File: src/rtl/rr_arb_pkg.sv
// rr_arb_pkg: shared types and constants for the round-robin grant arbiter.
//   arb_state_t   : arbiter FSM state (IDLE, GRANT)
//   RR_DEFAULT_N  : default requester count
//   BURST_CNT_W   : width of the optional burst counter
package rr_arb_pkg;

   typedef enum logic {
      IDLE  = 1'b0,
      GRANT = 1'b1
   } arb_state_t;

   localparam int RR_DEFAULT_N = 8;
   localparam int BURST_CNT_W  = 8;

endpackage

File: src/rtl/prio_enc_n.sv
// prio_enc_n: N-to-IDW priority encoder, highest set index wins.
// Ports:
//   vec : input vector to search
//   idx : binary index of the highest set bit (0 when vec is empty)
//   vld : high when any bit of vec is set
module prio_enc_n
   import rr_arb_pkg::*;
#(
   parameter  int N   = RR_DEFAULT_N,
   localparam int IDW = $clog2(N)
) (
   input  logic [N-1:0]   vec,
   output logic [IDW-1:0] idx,
   output logic           vld
);

   // Ascending scan: the last set bit seen is the highest index.
   always_comb begin
      idx = '0;
      vld = 1'b0;
      for (int i = 0; i < N; i++) begin
         if (vec[i]) begin
            idx = IDW'(i);
            vld = 1'b1;
         end
      end
   end

endmodule

File: src/rtl/rr_grant_arbiter.sv
// rr_grant_arbiter: registered round-robin arbiter, N requesters, one owner.
// The owner keeps the grant until it drops its request. Re-arbitration uses a
// masked search (indices below the last owner first, highest index wins),
// falling back to the full request set.
// Optional feature macro: RR_GRANT_ARBITER_BURST_LIMIT_EN
//   When defined, an owner is forced to rotate out after MAX_BURST
//   consecutive grant cycles if anyone else is requesting.
// Ports:
//   clk       : clock, rising edge
//   rst       : synchronous active-high reset
//   req       : level-sensitive request vector
//   gnt       : registered one-hot grant, zero when idle
//   gnt_id    : registered binary owner index, zero when idle
//   gnt_valid : high while a grant is active (|gnt)
module rr_grant_arbiter
   import rr_arb_pkg::*;
#(
   parameter  int N         = RR_DEFAULT_N,
   parameter  int MAX_BURST = 4,
   localparam int IDW       = $clog2(N)
) (
   input  logic           clk,
   input  logic           rst,
   input  logic [N-1:0]   req,
   output logic [N-1:0]   gnt,
   output logic [IDW-1:0] gnt_id,
   output logic           gnt_valid
);

   arb_state_t     state_q, state_d;
   logic [IDW-1:0] ptr_q, ptr_d;
   logic [N-1:0]   gnt_q, gnt_d;
   logic [IDW-1:0] gnt_id_q, gnt_id_d;

   logic [N-1:0]   srch_vec;
   logic [N-1:0]   low_mask;
   logic [IDW-1:0] m_idx, f_idx, win_idx;
   logic           m_vld, f_vld;
   logic           owner_req;
   logic           rearb;
   logic           go_idle;

   // The current owner is always excluded from the search; in IDLE gnt_q is
   // zero so this is the plain request vector.
   assign srch_vec  = req & ~gnt_q;
   assign owner_req = |(req & gnt_q);

   always_comb begin
      low_mask = '0;
      for (int i = 0; i < N; i++) begin
         low_mask[i] = (i < int'(ptr_q));
      end
   end

   prio_enc_n #(.N(N)) u_enc_masked (
      .vec (srch_vec & low_mask),
      .idx (m_idx),
      .vld (m_vld)
   );

   prio_enc_n #(.N(N)) u_enc_full (
      .vec (srch_vec),
      .idx (f_idx),
      .vld (f_vld)
   );

   // The full set is a superset of the masked set, so f_vld covers both.
   assign win_idx = m_vld ? m_idx : f_idx;

`ifdef RR_GRANT_ARBITER_BURST_LIMIT_EN
   logic [BURST_CNT_W-1:0] burst_cnt_q, burst_cnt_d;
   logic                   burst_max;

   assign burst_max = (burst_cnt_q == BURST_CNT_W'(MAX_BURST));
`else
   localparam int unused_max_burst = MAX_BURST;
`endif

   always_comb begin
      state_d  = state_q;
      ptr_d    = ptr_q;
      gnt_d    = gnt_q;
      gnt_id_d = gnt_id_q;
      rearb    = 1'b0;
      go_idle  = 1'b0;

      unique case (state_q)
         IDLE: begin
            rearb = f_vld;
         end
         GRANT: begin
            if (!owner_req) begin
               if (f_vld) begin
                  rearb = 1'b1;
               end else begin
                  go_idle = 1'b1;
               end
            end
`ifdef RR_GRANT_ARBITER_BURST_LIMIT_EN
            // Burst exhausted and someone else is waiting: force rotation.
            else if (burst_max && f_vld) begin
               rearb = 1'b1;
            end
`endif
         end
         default: begin
            go_idle = 1'b1;
         end
      endcase

      if (rearb) begin
         gnt_d          = '0;
         gnt_d[win_idx] = 1'b1;
         gnt_id_d       = win_idx;
         ptr_d          = win_idx;
         state_d        = GRANT;
      end else if (go_idle) begin
         // ptr keeps the last owner so the next search starts below it.
         gnt_d    = '0;
         gnt_id_d = '0;
         state_d  = IDLE;
      end
   end

`ifdef RR_GRANT_ARBITER_BURST_LIMIT_EN
   // Loads 1 on each new grant, counts held cycles, saturates at MAX_BURST.
   always_comb begin
      burst_cnt_d = burst_cnt_q;
      if (rearb) begin
         burst_cnt_d = BURST_CNT_W'(1);
      end else if (go_idle) begin
         burst_cnt_d = '0;
      end else if ((state_q == GRANT) && !burst_max) begin
         burst_cnt_d = burst_cnt_q + BURST_CNT_W'(1);
      end
   end

   always_ff @(posedge clk) begin
      if (rst) begin
         burst_cnt_q <= '0;
      end else begin
         burst_cnt_q <= burst_cnt_d;
      end
   end
`endif

   always_ff @(posedge clk) begin
      if (rst) begin
         state_q  <= IDLE;
         ptr_q    <= '0;
         gnt_q    <= '0;
         gnt_id_q <= '0;
      end else begin
         state_q  <= state_d;
         ptr_q    <= ptr_d;
         gnt_q    <= gnt_d;
         gnt_id_q <= gnt_id_d;
      end
   end

   assign gnt       = gnt_q;
   assign gnt_id    = gnt_id_q;
   assign gnt_valid = |gnt_q;

endmodule

File: config.mk
export PLATFORM = sky130hd
export DESIGN_NAME = rr_grant_arbiter
export DESIGN_NICKNAME = d
export VERILOG_FILES = /design/src/rtl/rr_arb_pkg.sv /design/src/rtl/prio_enc_n.sv /design/src/rtl/rr_grant_arbiter.sv
export SDC_FILE = /design/constraint.sdc
export NUM_CORES = 1
export LEC_CHECK = 0
export ABC_AREA = 1
export CAP_MARGIN = 0
export CORE_MARGIN = 3
export CORE_UTILIZATION = 45
export CTS_CLUSTER_SIZE = 12
export DETAILED_ROUTE_END_ITERATION = 8
export DONT_BUFFER_PORTS = 1
export HOLD_SLACK_MARGIN = 0.02
export REMOVE_ABC_BUFFERS = 1
export SLEW_MARGIN = 20
export SYNTH_ARGS = -nofsm -noshare
export SYNTH_HDL_FRONTEND = slang
export SYNTH_SLANG_ARGS = --single-unit
File: constraint.sdc
create_clock -name clk -period 2.3 [get_ports clk]
set_clock_uncertainty 0.1 [all_clocks]
set_input_delay 0.345 -clock clk [delete_from_list [all_inputs] [get_ports clk]]
set_output_delay 0.345 -clock clk [all_outputs]
set_load 0.01 [all_outputs]
==> results of run 1 <==
## synthesized netlist by cell type
cell and number:
nand3_1 12, dfxtp_1 15, inv_2 6, nor2_2 1, a21oi_1 12, nand3_4 1, inv_1 20, nor3_4 1
nand2_2 7, a21oi_2 1, nor4_1 2, nor2_1 26, nor3_1 1, clkbuf_1 1, and2_4 1, o21ai_0 3
nand2_1 59
## final cells by class
cell class | count | area [µm²] | area share, %
well taps | 27 | 33.8 | 3.25
repair buffers | 1 | 10.0 | 0.962
inverters | 26 | 97.6 | 9.37
flip-flops and latches | 15 | 300 | 28.8
multi-input cells | 127 | 573 | 55.0
clock buffers | 4 | 26.3 | 2.52
## repair_timing
action	4_1_cts	5_1_grt
hold buffers	0	1
endpoints found under the hold margin	0	7
setup endpoints to repair	0	0
## per-layer routing
metal  up-vias  share of wire (%)
met1       459                 46
met5         -                  0
met3         4                5.2
li1        528                  -
met2        21                 47
met4         0               0.80
## state kept, by name, summed over array words and instances, names as in the netlist
| name | flops |
|---|---|
| gnt_id | 3 |
| gnt | 8 |
| state_q | 1 |
| ptr_q | 3 |
## cells in the final DEF, fill, tap and decap left out, drive strengths merged
| cell type | synthesis | routed |
|---|---|---|
| clkbuf | 1 | 4 |
| nor4 | 2 | 2 |
| inv | 26 | 26 |
| a21oi | 13 | 13 |
| dlygate4sd3 | 0 | 1 |
| nand3 | 13 | 13 |
| and2 | 1 | 1 |
| o21ai | 3 | 3 |
| nor3 | 2 | 2 |
| dfxtp | 15 | 15 |
| nand2 | 66 | 66 |
| nor2 | 27 | 27 |
## power groups by stage
stage                     combinational [mW]  sequential, mW  clock (mW)
after floorplan                        0.869           0.509           0
final                                   1.05           0.553       0.147
after global routing                    1.19           0.567       0.161
after CTS                               1.05           0.552       0.150
after detailed placement                1.05           0.558           0
after global placement                  1.04           0.557           0
## worst register-to-register path, delay by kind of cell, from the launching register on
family / cells / cell delay (ns)
and+or+nand+nor: 7 / 0.70
DFF: 1 / 0.51
buffers and inverters: 2 / 0.31
AOI/OAI and AO/OA: 1 / 0.15
## logic make-up (layout without fill, tap and decap cells)
group | after synthesis | count (layout)
buffers and inverters | 27 | 31
DFF | 15 | 15
and+or+nand+nor | 111 | 111
AOI/OAI and AO/OA | 16 | 16
## path summary, 6_finish.rpt
check,end,cells after the start,start
setup / recovery,gnt[3]$_SDFFE_PP0P_,10,gnt[3]$_SDFFE_PP0P_
hold / removal,ptr_q[1]$_SDFFE_PP0P_,1,rst
setup reg to reg,gnt[3]$_SDFFE_PP0P_,10,gnt[3]$_SDFFE_PP0P_
hold reg to reg,gnt_id[2]$_SDFFE_PP0P_,2,gnt_id[2]$_SDFFE_PP0P_
## per-stage QoR
stage / instance area, µm² / setup WS, ns / power (mW) / cells / hold slack (ns)
2_1_floorplan: 971 / 0.794 / 1.38 / 168 / 0.314
3_3_place_gp: 1000 / 0.463 / 1.60 / 195 / 0.316
3_5_place_dp: 1000 / 0.481 / 1.60 / 195 / 0.319
4_1_cts: 1030 / 0.459 / 1.76 / 199 / 0.0227
5_1_grt: 1040 / 0.312 / 1.92 / 200 / 0.0210
6_report: 1040 / 0.471 / 1.75 / 200 / 0.0239
==> flow_summary_export.csv, run 1 <==
group,metric,value,unit
status,status,"finished, final reports clean",
global_route,grt_usage,18.5,%
worst_setup_path,cpMostUsedCell,"nand2_1",
route,num_vias,1012,
power_and_ir_drop,power_frac_clock,8.4,%
worst_setup_path,crit_path_top_delay_cell,"dfxtp_1",
logic_synthesis,avgSynthCellArea,5.77,µm²
clock_network,clockBufferDepth,2,
worst_setup_path,crit_chain,"inv_1 -> nand2_1 -> nand2_1 -> nor3_1 -> nand3_1 -> nand2_1 -> nand2_1 -> inv_1 -> nand2_1 -> a21oi_1",
logic_synthesis,synth_mux_area_share,0,%
timing,relSlewSlack,79.2,%
logic_synthesis,syn_area,975,µm²
route,ant_nets,0,
timing,fmax,547,MHz
global_route,use_met2,30.8,%
logic_synthesis,syn_inst,169,
clock_network,cts_root_buf,"clkbuf_4",
power_and_ir_drop,max-vdd-ir-drop,857,µV
worst_setup_path,r2r_setup_slack,0.47,ns
worst_hold_path,hp-class,"in -> reg",
clock_network,cts_setup_buffers,0,
die,rows,16,
logic_synthesis,yosys.area.top_type,"dfxtp_1",
placement,place_congestion,0.874,
route,drtIter0Drc,23,
timing,fin_setup_tns,0,ns
logic_synthesis,synth_top_family_by_area,"simple AND/OR/NAND/NOR gates",
route,drtPass1Iterations,4,
logic_synthesis,synth_xor_area_share,0,%
power_and_ir_drop,seq_power_share,31.7,%
worst_setup_path,startpoint_type,"flop",
timing,period_needed,1.83,ns
logic_synthesis,yosysWarnings,0,
die,die_width,52.5,µm
logic_synthesis,synth-simple-area-share,50.2,%
die,core,2000,µm²
global_route,grt_pass1_wl,3.83,mm
logic_synthesis,netlist.area_leader.share,30.8,%
layout,areaGrowthSynthToFinish,6.80,%
logic_synthesis,synth_cell_types,17,
route,wirelength,2.38,mm
worst_setup_path,crit_required,2.41,ns
worst_setup_path,crit_type,"reg -> reg",
route,wl_per_cell,11.9,µm
global_route,overflow,0,
power_and_ir_drop,p_int,0.791,mW
logic_synthesis,yosys.area_share.adder,0,%
logic_synthesis,yosysSeqAreaShare,30.8,%
worst_setup_path,max_stage_delay,0.51,ns
worst_setup_path,path_max_fanout,7,
timing,drv_slew,0,
placement,dp_hpwl,1.90,mm
global_route,grt_max_degree,16,
layout,fin_util,52.0,%
logic_synthesis,synthTopCellsByArea,"dfxtp_1 (31%), nand2_1 (23%), nor2_1 (10%), inv_1 (7.7%), a21oi_1 (6.2%)",
logic_synthesis,synth_compound_area_share,8.60,%
die,ioPinCount,22,
worst_setup_path,path_buf_inv,2,
worst_setup_path,arrival,1.94,ns
power_and_ir_drop,pwr_density_cell,1680,nW/µm²
die,start_util,48.7,%
global_route,antenna_found_initial,0,
clock_network,cts.reportedPaths.clkPinSlew,0.09,ns
global_route,grt_util_met3,3.13,%
clock_network,cts_tree,"yes",
power_and_ir_drop,switching_share,54.7,%
timing,fin_crit_sh,79.5,%
global_route,gr-max-usage-layer,"met2",
die,die_h,52.5,µm
timing,max_slew.worst_pin.slew,0.311,ns
layout,fillers,218,
timing,rsz0062_at_grt,"no",
timing,setup_viol,0,
clock_network,cts_sinks,15,
clock_network,cts-buffers-inserted,3,
global_route,met1_usage,24.5,%
route,remaining_drc_errors,0,
clock_network,htreeDepth,1,
global_route,first_global_vias,864,
die,dieArea,2760,µm²
placement,io_buffers,0,
power_and_ir_drop,p_switching,0.955,mW
layout,final_nets,184,
logic_synthesis,ys_ff_latch,15,
worst_setup_path,crit_path_end_kind,"flop",
worst_setup_path,crit_family,"simple AND/OR/NAND/NOR gates",
layout,diodes,0,
timing,hold_viol_final,0,
clock_network,ctsResizeCount,0,
flow_run,cap_violations,0,
power_and_ir_drop,leakage,0.531,nW
clock_network,clk-insertion-delay-late,0.27,ns
layout,drive_gt1_share,12.1,%
route,via_per_inst,5.06,
power_and_ir_drop,combPwrFrac,59.9,%
(Power assumes the default switching activity.)
==> run 2: changes to the inputs <==
- clock period: 2.3 -> 1.48 ns (I/O delays scaled with it)
==> run 2 against run 1 <==
The flow now finishes with violations (negative hold slack, negative setup slack). Count of clock-buffer cells in the layout unchanged. Combinational power rose to 3.0 times the previous value. Die area is the same. Worst setup slack got worse by 0.60 ns. Largest cell class unchanged.
==> flow_summary_export.csv, run 2 (synthesis gave the netlist of run 1 again) <==
group,metric,value,unit
clock_network,cts_sinks,15,
placement,io_buffers,0,
layout,areaGrowthSynthToFinish,55.8,%
worst_setup_path,path_max_fanout,4,
worst_setup_path,max_stage_delay,0.36,ns
worst_setup_path,crit_required,1.60,ns
status,violations,"negative hold slack, negative setup slack",
timing,fin_setup_tns,-1.09,ns
layout,largest_reg_flops,8,
layout,final_nets,217,
clock_network,cts_tree,"yes",
clock_network,clk-insertion-delay-late,0.28,ns
timing,holdWs,-0.119,ns
die,die_width,52.5,µm
worst_setup_path,cpMostUsedCell,"nand2_1",
timing,max_slew.worst_pin.slew,0.239,ns
power_and_ir_drop,leakage,0.747,nW
route,remaining_drc_errors,0,
global_route,antenna_found_initial,0,
timing,fin_crit_sh,108,%
layout,drive_gt1_share,51.9,%
timing,drv_slew,0,
global_route,first_global_vias,1126,
layout,layout_commonest_cell,"nand2_1",
power_and_ir_drop,pwr_density_cell,2810,nW/µm²
timing,fmax,623,MHz
power_and_ir_drop,p_total,4.27,mW
clock_network,cts-buffers-inserted,3,
global_route,grt_pass1_wl,4.91,mm
placement,place_congestion,0.836,
timing,layout_setup_ws,-0.125,ns
layout,mostFrequentLayoutCells,"nand2_1 (46), buf_4 (31), nor2_1 (16)",
route,drtIter0Drc,26,
global_route,grt_max_degree,16,
worst_setup_path,crit_path_top_delay_cell,"dfxtp_2",
timing,relSlewSlack,84.0,%
die,start_util,48.7,%
timing,setup_viol,16,
timing,hold_viol_final,15,
layout,finalInstanceArea,1520,µm²
power_and_ir_drop,max-vdd-ir-drop,1780,µV
worst_setup_path,path_buf_inv,2,
layout,diodes,0,
worst_hold_path,hp-class,"in -> reg",
timing,period_needed,1.61,ns
worst_setup_path,arrival,1.72,ns
timing,rsz0062_at_grt,"yes",
die,ioPinCount,22,
placement,dp_hpwl,2.04,mm
route,num_vias,1168,
global_route,grt_usage,24.4,%
worst_setup_path,crit_type,"reg -> reg",
placement,place_area,1150,µm²
die,rows,16,
die,die_h,52.5,µm
layout,fillers,151,
clock_network,htreeDepth,1,
route,wl_per_cell,13.2,µm
route,wirelength,3.08,mm
route,ant_nets,0,
worst_setup_path,crit_chain,"inv_1 -> nand2_1 -> nand2_1 -> nor3_1 -> nand3_1 -> nand2_1 -> nand2_1 -> buf_4 -> nor2_1 -> nor2_1 -> nor2_1",
die,dieArea,2760,µm²
flow_run,cap_violations,0,
worst_setup_path,crit_family,"simple AND/OR/NAND/NOR gates",
worst_setup_path,startpoint_type,"flop",
clock_network,clockBufferDepth,2,
clock_network,cts_root_buf,"clkbuf_4",
placement,pre_cts_ws,-0.150,ns
route,drtPass1Iterations,4,
die,core,2000,µm²
worst_setup_path,crit_path_end_kind,"flop",
clock_network,cts.reportedPaths.clkPinSlew,0.08,ns
route,via_per_inst,5.01,
status,status,"finished with violations",
global_route,overflow,0,
[run 2: timing repair]
item / CTS / global route
endpoints found under the hold margin: 15 / 15
setup endpoints to repair: 15 / 16
gates resized for setup: 51 / 28
buffers inserted: 9 / 5
pin swaps: 23 / 19
cloned: 0 / 0
[run 2: where the power goes]
group	total, mW	internal [mW]	switching (mW)
combinational	3.17	1.43	1.74
clock	0.233	0.105	0.129
sequential	0.865	0.635	0.230
total	4.27	2.17	2.10
[run 2: cell type report]
| type | count | area [µm²] | area share (%) |
|---|---|---|---|
| clock buffer | 4 | 26.3 | 1.73 |
| inverter | 26 | 110 | 7.25 |
| multi-input combinational | 127 | 756 | 49.8 |
| sequential | 15 | 327 | 21.5 |
| tap | 27 | 33.8 | 2.22 |
| timing repair buffer | 34 | 267 | 17.5 |
[run 2: routing by layer]
layer | global-route usage (%) | wire, µm
met5 | 0 | 0
met4 | 13.6 | 108
met3 | 5.70 | 142
met2 | 42.6 | 1550
met1 | 26.7 | 1280
[run 2: metrics by stage]
| stage | std cells | util (%) |
|---|---|---|
| after floorplan | 168 | - |
| after global placement | 215 | 57.7 |
| after detailed placement | 215 | 57.7 |
| after CTS | 228 | 69.8 |
| after global routing | 233 | 75.9 |
| final | 233 | 75.9 |
[run 2: final timing paths]
| kind | from | to | slack (ns) | cells after the start |
|---|---|---|---|---|
| hold reg to reg | gnt_id[0]$_SDFFE_PP0P_ | gnt_id[0]$_SDFFE_PP0P_ | 0.41 | 2 |
| setup / recovery | gnt[3]$_SDFFE_PP0P_ | gnt[2]$_SDFFE_PP0P_ | -0.13 | 11 |
| setup reg to reg | gnt[3]$_SDFFE_PP0P_ | gnt[2]$_SDFFE_PP0P_ | -0.13 | 11 |
| hold / removal | rst | ptr_q[2]$_SDFFE_PP0P_ | -0.12 | 1 |
